<file path="src/rtl/sopc_irq_ctrl_pkg.sv">
// Shared types, register offsets, reset values and bus helpers for the min-SOPC interrupt aggregator.
package sopc_irq_ctrl_pkg;

    localparam int unsigned BUS_W         = 32;
    localparam int unsigned OFF_W         = 4;
    localparam int unsigned MAX_LINE_REGS = 6;

    localparam logic [OFF_W-1:0] OFF_PEND    = 4'd0;
    localparam logic [OFF_W-1:0] OFF_MASK    = 4'd1;
    localparam logic [OFF_W-1:0] OFF_MODE    = 4'd2;
    localparam logic [OFF_W-1:0] OFF_POL     = 4'd3;
    localparam logic [OFF_W-1:0] OFF_RAW     = 4'd4;
    localparam logic [OFF_W-1:0] OFF_ACTIVE  = 4'd5;
    localparam logic [OFF_W-1:0] OFF_LINE_EN = 4'd8;

    // Only the timer (src0) is unmasked and routed to line 0 out of reset.
    localparam logic [BUS_W-1:0] RST_MASK     = 32'h0000_0001;
    localparam logic [BUS_W-1:0] RST_MODE     = 32'h0000_0000;
    localparam logic [BUS_W-1:0] RST_POL      = 32'h0000_0000;
    localparam logic [BUS_W-1:0] RST_LINE_EN0 = 32'h0000_0001;
    localparam logic [BUS_W-1:0] RST_LINE_EN  = 32'h0000_0000;

    typedef struct packed {
        logic             rd;
        logic             wr;
        logic [OFF_W-1:0] off;
        logic [BUS_W-1:0] bmask;
        logic [BUS_W-1:0] wdata;
    } bus_req_t;

    function automatic logic [BUS_W-1:0] byte_mask(input logic [3:0] sel);
        logic [BUS_W-1:0] m;
        m = '0;
        for (int b = 0; b < 4; b++) begin
            m[b*8 +: 8] = {8{sel[b]}};
        end
        return m;
    endfunction

    function automatic logic [BUS_W-1:0] merge_bytes(input logic [BUS_W-1:0] old_v,
                                                     input logic [BUS_W-1:0] wdata,
                                                     input logic [BUS_W-1:0] bmask);
        return (old_v & ~bmask) | (wdata & bmask);
    endfunction

endpackage

</file>
<file path="src/rtl/sopc_irq_ctrl_if.sv">
// Data-bus slave port of the interrupt controller (same signalling as data_ram).
interface sopc_irq_ctrl_if;

    logic        ce;
    logic        we;
    logic [31:0] addr;
    logic [3:0]  sel;
    logic [31:0] data_in;
    logic [31:0] data_out;

    modport master (output ce, output we, output addr, output sel, output data_in, input data_out);
    modport slave  (input ce, input we, input addr, input sel, input data_in, output data_out);

endinterface

</file>
<file path="src/rtl/sopc_irq_ctrl_sync_edge.sv">
// Per-source front end: synchroniser chain, polarity adjust and rising-edge detect on the adjusted level.
module sopc_irq_ctrl_sync_edge #(
    parameter int unsigned SYNC_STAGES = 2
) (
    input  logic clk,
    input  logic rst,
    input  logic irq_i,
    input  logic pol_i,
    output logic adj_c,
    output logic edge_c
);

    logic [SYNC_STAGES-1:0] sync_q, sync_d;
    logic                   prev_q, prev_d;

    always_comb begin
        sync_d = (sync_q << 1) | SYNC_STAGES'(irq_i);
        adj_c  = sync_q[SYNC_STAGES-1] ^ pol_i;
        edge_c = adj_c & ~prev_q;
        prev_d = adj_c;
    end

    // prev resets low so a source held active through reset still yields one edge.
    always_ff @(posedge clk or posedge rst) begin
        if (rst) begin
            sync_q <= '0;
            prev_q <= 1'b0;
        end else begin
            sync_q <= sync_d;
            prev_q <= prev_d;
        end
    end

endmodule

</file>
<file path="src/rtl/sopc_irq_ctrl.sv">
// Interrupt aggregator: per-source mask/mode/polarity, W1C pending, per-line routing onto the CPU int_i vector.
module sopc_irq_ctrl
    import sopc_irq_ctrl_pkg::*;
#(
    parameter int unsigned NUM_SRC     = 8,
    parameter int unsigned NUM_LINES   = 6,
    parameter int unsigned SYNC_STAGES = 2
) (
    input  logic                 clk,
    input  logic                 rst,
    input  logic [NUM_SRC-1:0]   irq_i,
    sopc_irq_ctrl_if.slave       bus,
    output logic [NUM_LINES-1:0] int_o
);

    typedef logic [NUM_SRC-1:0] src_vec_t;

    bus_req_t             req_c;
    src_vec_t             wmask_c, wdata_c, w1c_c;
    src_vec_t             adj_c, edge_c;
    src_vec_t             pend_q, pend_d;
    src_vec_t             mask_q, mask_d;
    src_vec_t             mode_q, mode_d;
    src_vec_t             pol_q, pol_d;
    src_vec_t             line_en_q [NUM_LINES];
    src_vec_t             line_en_d [NUM_LINES];
    logic [NUM_LINES-1:0] int_q, int_d;
    logic [BUS_W-1:0]     rdata_c;
    logic                 unused_addr_c;

    always_comb begin : decode
        req_c.wr    = bus.ce & bus.we;
        req_c.rd    = bus.ce & ~bus.we;
        req_c.off   = bus.addr[5:2];
        req_c.bmask = byte_mask(bus.sel);
        req_c.wdata = bus.data_in;
    end

    assign wmask_c       = NUM_SRC'(req_c.bmask);
    assign wdata_c       = NUM_SRC'(req_c.wdata);
    assign unused_addr_c = ^{bus.addr[31:6], bus.addr[1:0]};

    for (genvar i = 0; i < NUM_SRC; i++) begin : g_src
        sopc_irq_ctrl_sync_edge #(
            .SYNC_STAGES (SYNC_STAGES)
        ) u_sync (
            .clk    (clk),
            .rst    (rst),
            .irq_i  (irq_i[i]),
            .pol_i  (pol_q[i]),
            .adj_c  (adj_c[i]),
            .edge_c (edge_c[i])
        );
    end

    // Byte-masked register writes; bits at or above NUM_SRC are dropped by the truncating casts.
    always_comb begin : reg_write
        mask_d    = mask_q;
        mode_d    = mode_q;
        pol_d     = pol_q;
        line_en_d = line_en_q;
        w1c_c     = '0;
        if (req_c.wr) begin
            case (req_c.off)
                OFF_PEND: w1c_c  = wdata_c & wmask_c;
                OFF_MASK: mask_d = NUM_SRC'(merge_bytes(32'(mask_q), req_c.wdata, req_c.bmask));
                OFF_MODE: mode_d = NUM_SRC'(merge_bytes(32'(mode_q), req_c.wdata, req_c.bmask));
                OFF_POL:  pol_d  = NUM_SRC'(merge_bytes(32'(pol_q), req_c.wdata, req_c.bmask));
                default: ;
            endcase
            for (int unsigned j = 0; j < NUM_LINES; j++) begin
                if (j < MAX_LINE_REGS && req_c.off == OFF_LINE_EN + 4'(j)) begin
                    line_en_d[j] = NUM_SRC'(merge_bytes(32'(line_en_q[j]), req_c.wdata, req_c.bmask));
                end
            end
        end
    end

    // Mode change wins, then level tracks adj, else edge set beats a same-cycle W1C.
    always_comb begin : pend_next
        pend_d = pend_q;
        for (int unsigned i = 0; i < NUM_SRC; i++) begin
            if (mode_q[i] != mode_d[i]) begin
                pend_d[i] = 1'b0;
            end else if (!mode_q[i]) begin
                pend_d[i] = adj_c[i];
            end else begin
                pend_d[i] = (pend_q[i] & ~w1c_c[i]) | edge_c[i];
            end
        end
    end

    always_comb begin : route
        int_d = '0;
        for (int unsigned j = 0; j < NUM_LINES; j++) begin
            int_d[j] = |(pend_q & mask_q & line_en_q[j]);
        end
    end

    always_comb begin : read_mux
        rdata_c = '0;
        if (req_c.rd) begin
            case (req_c.off)
                OFF_PEND:   rdata_c = 32'(pend_q);
                OFF_MASK:   rdata_c = 32'(mask_q);
                OFF_MODE:   rdata_c = 32'(mode_q);
                OFF_POL:    rdata_c = 32'(pol_q);
                OFF_RAW:    rdata_c = 32'(adj_c);
                OFF_ACTIVE: rdata_c = 32'(pend_q & mask_q);
                default: ;
            endcase
            for (int unsigned j = 0; j < NUM_LINES; j++) begin
                if (j < MAX_LINE_REGS && req_c.off == OFF_LINE_EN + 4'(j)) begin
                    rdata_c = 32'(line_en_q[j]);
                end
            end
        end
    end

    assign bus.data_out = rdata_c;
    assign int_o        = int_q;

    always_ff @(posedge clk or posedge rst) begin
        if (rst) begin
            pend_q <= '0;
            mask_q <= NUM_SRC'(RST_MASK);
            mode_q <= NUM_SRC'(RST_MODE);
            pol_q  <= NUM_SRC'(RST_POL);
            int_q  <= '0;
            for (int unsigned j = 0; j < NUM_LINES; j++) begin
                line_en_q[j] <= (j == 0) ? NUM_SRC'(RST_LINE_EN0) : NUM_SRC'(RST_LINE_EN);
            end
        end else begin
            pend_q    <= pend_d;
            mask_q    <= mask_d;
            mode_q    <= mode_d;
            pol_q     <= pol_d;
            int_q     <= int_d;
            line_en_q <= line_en_d;
        end
    end

endmodule
</file>
<file path="src/flat_wrapper.sv">
// flat-port wrapper written by rule: the top's interface ports become plain ports
module sopc_irq_ctrl_flat import sopc_irq_ctrl_pkg::*;
#(
    parameter int unsigned NUM_SRC     = 8,
    parameter int unsigned NUM_LINES   = 6,
    parameter int unsigned SYNC_STAGES = 2
)
  (clk, rst, irq_i, int_o, bus_ce, bus_we, bus_addr, bus_sel, bus_data_in, bus_data_out);
  sopc_irq_ctrl_if bus_i ();
  input  logic clk;
  input  logic rst;
  input  logic [NUM_SRC-1:0] irq_i;
  output logic [NUM_LINES-1:0] int_o;
  input wire logic [$bits(bus_i.ce)-1:0] bus_ce;
  input wire logic [$bits(bus_i.we)-1:0] bus_we;
  input wire logic [$bits(bus_i.addr)-1:0] bus_addr;
  input wire logic [$bits(bus_i.sel)-1:0] bus_sel;
  input wire logic [$bits(bus_i.data_in)-1:0] bus_data_in;
  output wire logic [$bits(bus_i.data_out)-1:0] bus_data_out;
  assign bus_i.ce = bus_ce;
  assign bus_i.we = bus_we;
  assign bus_i.addr = bus_addr;
  assign bus_i.sel = bus_sel;
  assign bus_i.data_in = bus_data_in;
  assign bus_data_out = bus_i.data_out;
  sopc_irq_ctrl #(.NUM_SRC(NUM_SRC), .NUM_LINES(NUM_LINES), .SYNC_STAGES(SYNC_STAGES)) u_core (.clk(clk), .rst(rst), .irq_i(irq_i), .bus(bus_i), .int_o(int_o));
endmodule
</file>
<file path="config.mk">
export PLATFORM = sky130hd
export DESIGN_NAME = sopc_irq_ctrl_flat
export DESIGN_NICKNAME = d
export VERILOG_FILES = /design/src/rtl/sopc_irq_ctrl_pkg.sv /design/src/rtl/sopc_irq_ctrl_if.sv /design/src/rtl/sopc_irq_ctrl_sync_edge.sv /design/src/rtl/sopc_irq_ctrl.sv /design/src/flat_wrapper.sv
export SDC_FILE = /design/constraint.sdc
export NUM_CORES = 1
export LEC_CHECK = 0
export ABC_AREA = 1
export BUFFER_PORTS_ARGS = -buffer_cell sky130_fd_sc_hd__buf_2
export CAP_MARGIN = 40
export CORE_UTILIZATION = 59
export DETAILED_ROUTE_END_ITERATION = 10
export HOLD_SLACK_MARGIN = 0.05
export PLACE_DENSITY = 0.85
export SLEW_MARGIN = 40
export SYNTH_ARGS = -nofsm -noshare
export SYNTH_HDL_FRONTEND = slang
export SYNTH_SLANG_ARGS = --single-unit
</file>
<file path="constraint.sdc">
create_clock -name clk -period 6.9 [get_ports clk]
set_input_delay 0.345 -clock clk [delete_from_list [all_inputs] [get_ports clk]]
set_output_delay 0.345 -clock clk [all_outputs]
set_load 0.005 [all_outputs]
</file>
==> results.json <==
{
  "internal_power_mw": 1.08,
  "status": "finished, final reports clean",
  "dpl_cell_area_sq_um": 5690,
  "fin_crit_sh_pct": 36.5,
  "crit_type": "primary input to output port",
  "fmax_mhz": 397,
  "synth_edf_count": 0,
  "max_slew.worst_pin.slew_ns": 0.739,
  "grt_usage_pct": 30.1,
  "drc": 0,
  "io_pins": 118,
  "numCtsBuffers": 9,
  "rows": 34,
  "ant_nets": 0,
  "clkPwrFrac_pct": 28.2,
  "crit_arrival_ns": 2.17,
  "clock_tree.buffer_depth": 2,
  "drive_above_1_share_pct": 12.4,
  "dp_hpwl_microns": 9810,
  "clkLatencyLatePin_ns": 0.39,
  "power_frac_seq_pct": 52.9,
  "coreArea_sq_um": 8890,
  "ff2ff_setup_slack_ns": 5.33,
  "final.setup.worst_slack_ns": 4.38,
  "final_hold_viol_count": 0,
  "top_usage_layer": "met2",
  "tns_ns": 0,
  "maxSlewHeadroom_pct": 50.7,
  "reg2reg_from": "u_core.pend_q[7]$_DFF_PP0_",
  "drt_pass1_iterations": 5,
  "synthCells": 682,
  "grt_overflow_total": 0,
  "setup_viol": 0,
  "reg2reg_to": "u_core.int_o[2]$_DFF_PP0_",
  "die_w_microns": 98.6,
  "vias_per_cell": 5.71,
  "dieArea_sq_um": 9720,
  "cts.reportedPaths.clkPinSlew_ns": 0.10,
  "diodes": 0,
  "start_util_pct": 61.9,
  "power_mw": 1.58,
  "skew_ns": 0.0152,
  "syn_to_final_growth_pct": 8.57,
  "finalMaxSlewViolations": 0,
  "min_period_ns": 2.52,
  "post_cts_resized": 0,
  "gp_congestion": 0.965,
  "maxCapViolations": 0,
  "dieHeight_microns": 98.6,
  "synth.distinct_cells": 32,
  "crit_path_start_kind": "primary input",
  "finalNetCount": 806,
  "io_buffers": 38,
  "grt_pass1_vias": 4640,
  "p_per_area_nw_per_um2": 264,
  "hold_class": "primary input to async pin",
  "grt_max_degree": 63,
  "root_buffer": "clkbuf_8",
  "cts_tree": "done",
  "syn-cell-area_sq_um": 5500,
  "wl_microns": 13700,
  "p_comb_share_pct": 18.9,
  "crit_path_max_fanout": 12,
  "cts_setup_buffers": 0,
  "postLayoutCellArea_sq_um": 5980,
  "synthArstFlopShare_pct": 100,
  "worstPathRequired_ns": 6.55,
  "yosys_register_bits": 110,
  "grt_antenna_before_repair": 0,
  "vias": 4790,
  "peakVddDrop_v": 0.000205,
  "wl_per_cell_microns": 16.3,
  "ys_seq_area_share_pct": 50.1,
  "avgSynthCellArea_sq_um": 8.07,
  "p_switching_mw": 0.498,
  "cts_sinks": 110,
  "globalRouteMet3Util_pct": 6.38,
  "r2r_cells": 4,
  "end_kind": "output port",
  "rsz0062_at_grt": "no",
  "yosysWarnings": 0,
  "p_leak_nw": 3.09,
  "synth_top_area_share_pct": 49.1,
  "pre_cts_ws_ns": 4.41,
  "use_met2_pct": 48.8,
  "p_sw_share_pct": 31.6,
  "hold_slack_ns": 0.0301,
  "grt_pass1_wl_microns": 22400,
  "grt_util_met1_pct": 38.9,
  "drtIter0Drc": 473,
  "ys.flop_type": "dfrtp_1",
  "h-tree-depth": 3,
  "synth_area_leaders": "dfrtp_1 (49%), nand2_1 (12%), inv_1 (6.6%)",
  "netlist.top_cell.by_area": "dfrtp_1"
}
-- layer usage --
| metal | up-vias | share of wire (%) |
|---|---|---|
| met3 | 37 | 8.2 |
| li1 | 2228 | - |
| met1 | 2272 | 41 |
| met4 | 0 | 2.8 |
| met2 | 253 | 48 |
| met5 | - | 0 |
-- cell usage in the layout, fill, tap and decap left out, types with 3 or more instances in the layout --
cell	n
a21oi_1	23
a221oi_1	10
a31oi_1	5
buf_2	38
clkbuf_8	9
conb_1	24
dfrtp_1	108
dlygate4sd3_1	5
inv_1	96
inv_2	12
nand2_1	177
nand2_2	3
nand3_1	24
nand4_1	7
nor2_1	54
nor2_2	6
nor2_4	7
o21ai_0	38
o21ai_1	24
o22ai_1	26
o22ai_2	4
xor2_1	7
-- critical path: stages --
cell and delay [ns]:
buf_2 0.14, nor2_2 0.52, nand2_2 0.38, o21ai_0 0.26, inv_1 0.07, nand4_1 0.11, nand2_1 0.07, nand3_1 0.07
nand2_1 0.05, inv_1 0.04, buf_2 0.10
-- layout make-up --
class,count,area [sq um]
Tap cell,108,135
Fill cell,732,2920
Multi-Input combinational cell,452,2190
Sequential cell,110,2760
Clock buffer,10,128
Inverter,109,412
Clock inverter,6,105
Timing Repair Buffer,44,251
-- logic make-up after synthesis --
group | Yosys count | share of synthesized area [%]
flip-flops | 110 | 50.1
AND/OR/NAND/NOR | 281 | 21.6
buffers and inverters | 143 | 11.8
other | 1 | 0.0681
XOR/XNOR | 9 | 1.43
AO/OA/AOI/OAI | 136 | 14.7
multiplexers | 2 | 0.409
-- synthesized netlist by cell type, types with 2 or more instances --
library cell	number
nand4_1	7
a221oi_1	10
xor2_1	7
inv_2	12
nor2_4	7
a32oi_1	2
inv_1	97
dfrtp_1	108
a21oi_1	23
nor2_1	55
buf_4	25
nand3_1	24
o22ai_1	26
o21ai_1	24
xnor2_1	2
nor2_2	5
dfstp_2	2
nand2_2	3
a22o_1	2
buf_2	8
or2_0	2
a31oi_1	5
o22ai_2	4
nand2_1	177
o21ai_0	38
-- power by group through the flow --
stage                     Sequential, mW  Clock, mW  Combinational [mW]
after floorplan                    0.826          0               0.215
after global placement             0.838          0               0.278
after detailed placement           0.844          0               0.290
after CTS                          0.832      0.448               0.294
after global routing               0.848      0.471               0.337
final                              0.835      0.445               0.299
-- per-stage QoR --
stage | util, % | cells
2_1_floorplan | - | 705
3_3_place_gp | 64.0 | 818
3_5_place_dp | 64.0 | 818
4_1_cts | 66.8 | 836
5_1_grt | 67.2 | 839
6_report | 67.2 | 839
-- worst max-delay path by stage --
| stage | from | end | cells after the start |
|---|---|---|---|
| after global placement | bus_addr[5] | bus_data_out[4] | 11 |
| final | bus_addr[5] | bus_data_out[4] | 11 |
| after floorplan | rst | async pin | 1 |
| after global routing | bus_addr[5] | bus_data_out[4] | 11 |
| after detailed placement | bus_addr[5] | bus_data_out[4] | 11 |
| after CTS | bus_addr[5] | bus_data_out[4] | 11 |
-- repair_timing --
action	4_1_cts	5_1_grt
endpoints found under the hold margin	2	3
hold buffers	2	3
endpoints found under the setup margin	0	0
No activity file was read; power rests on OpenSTA's default activity.
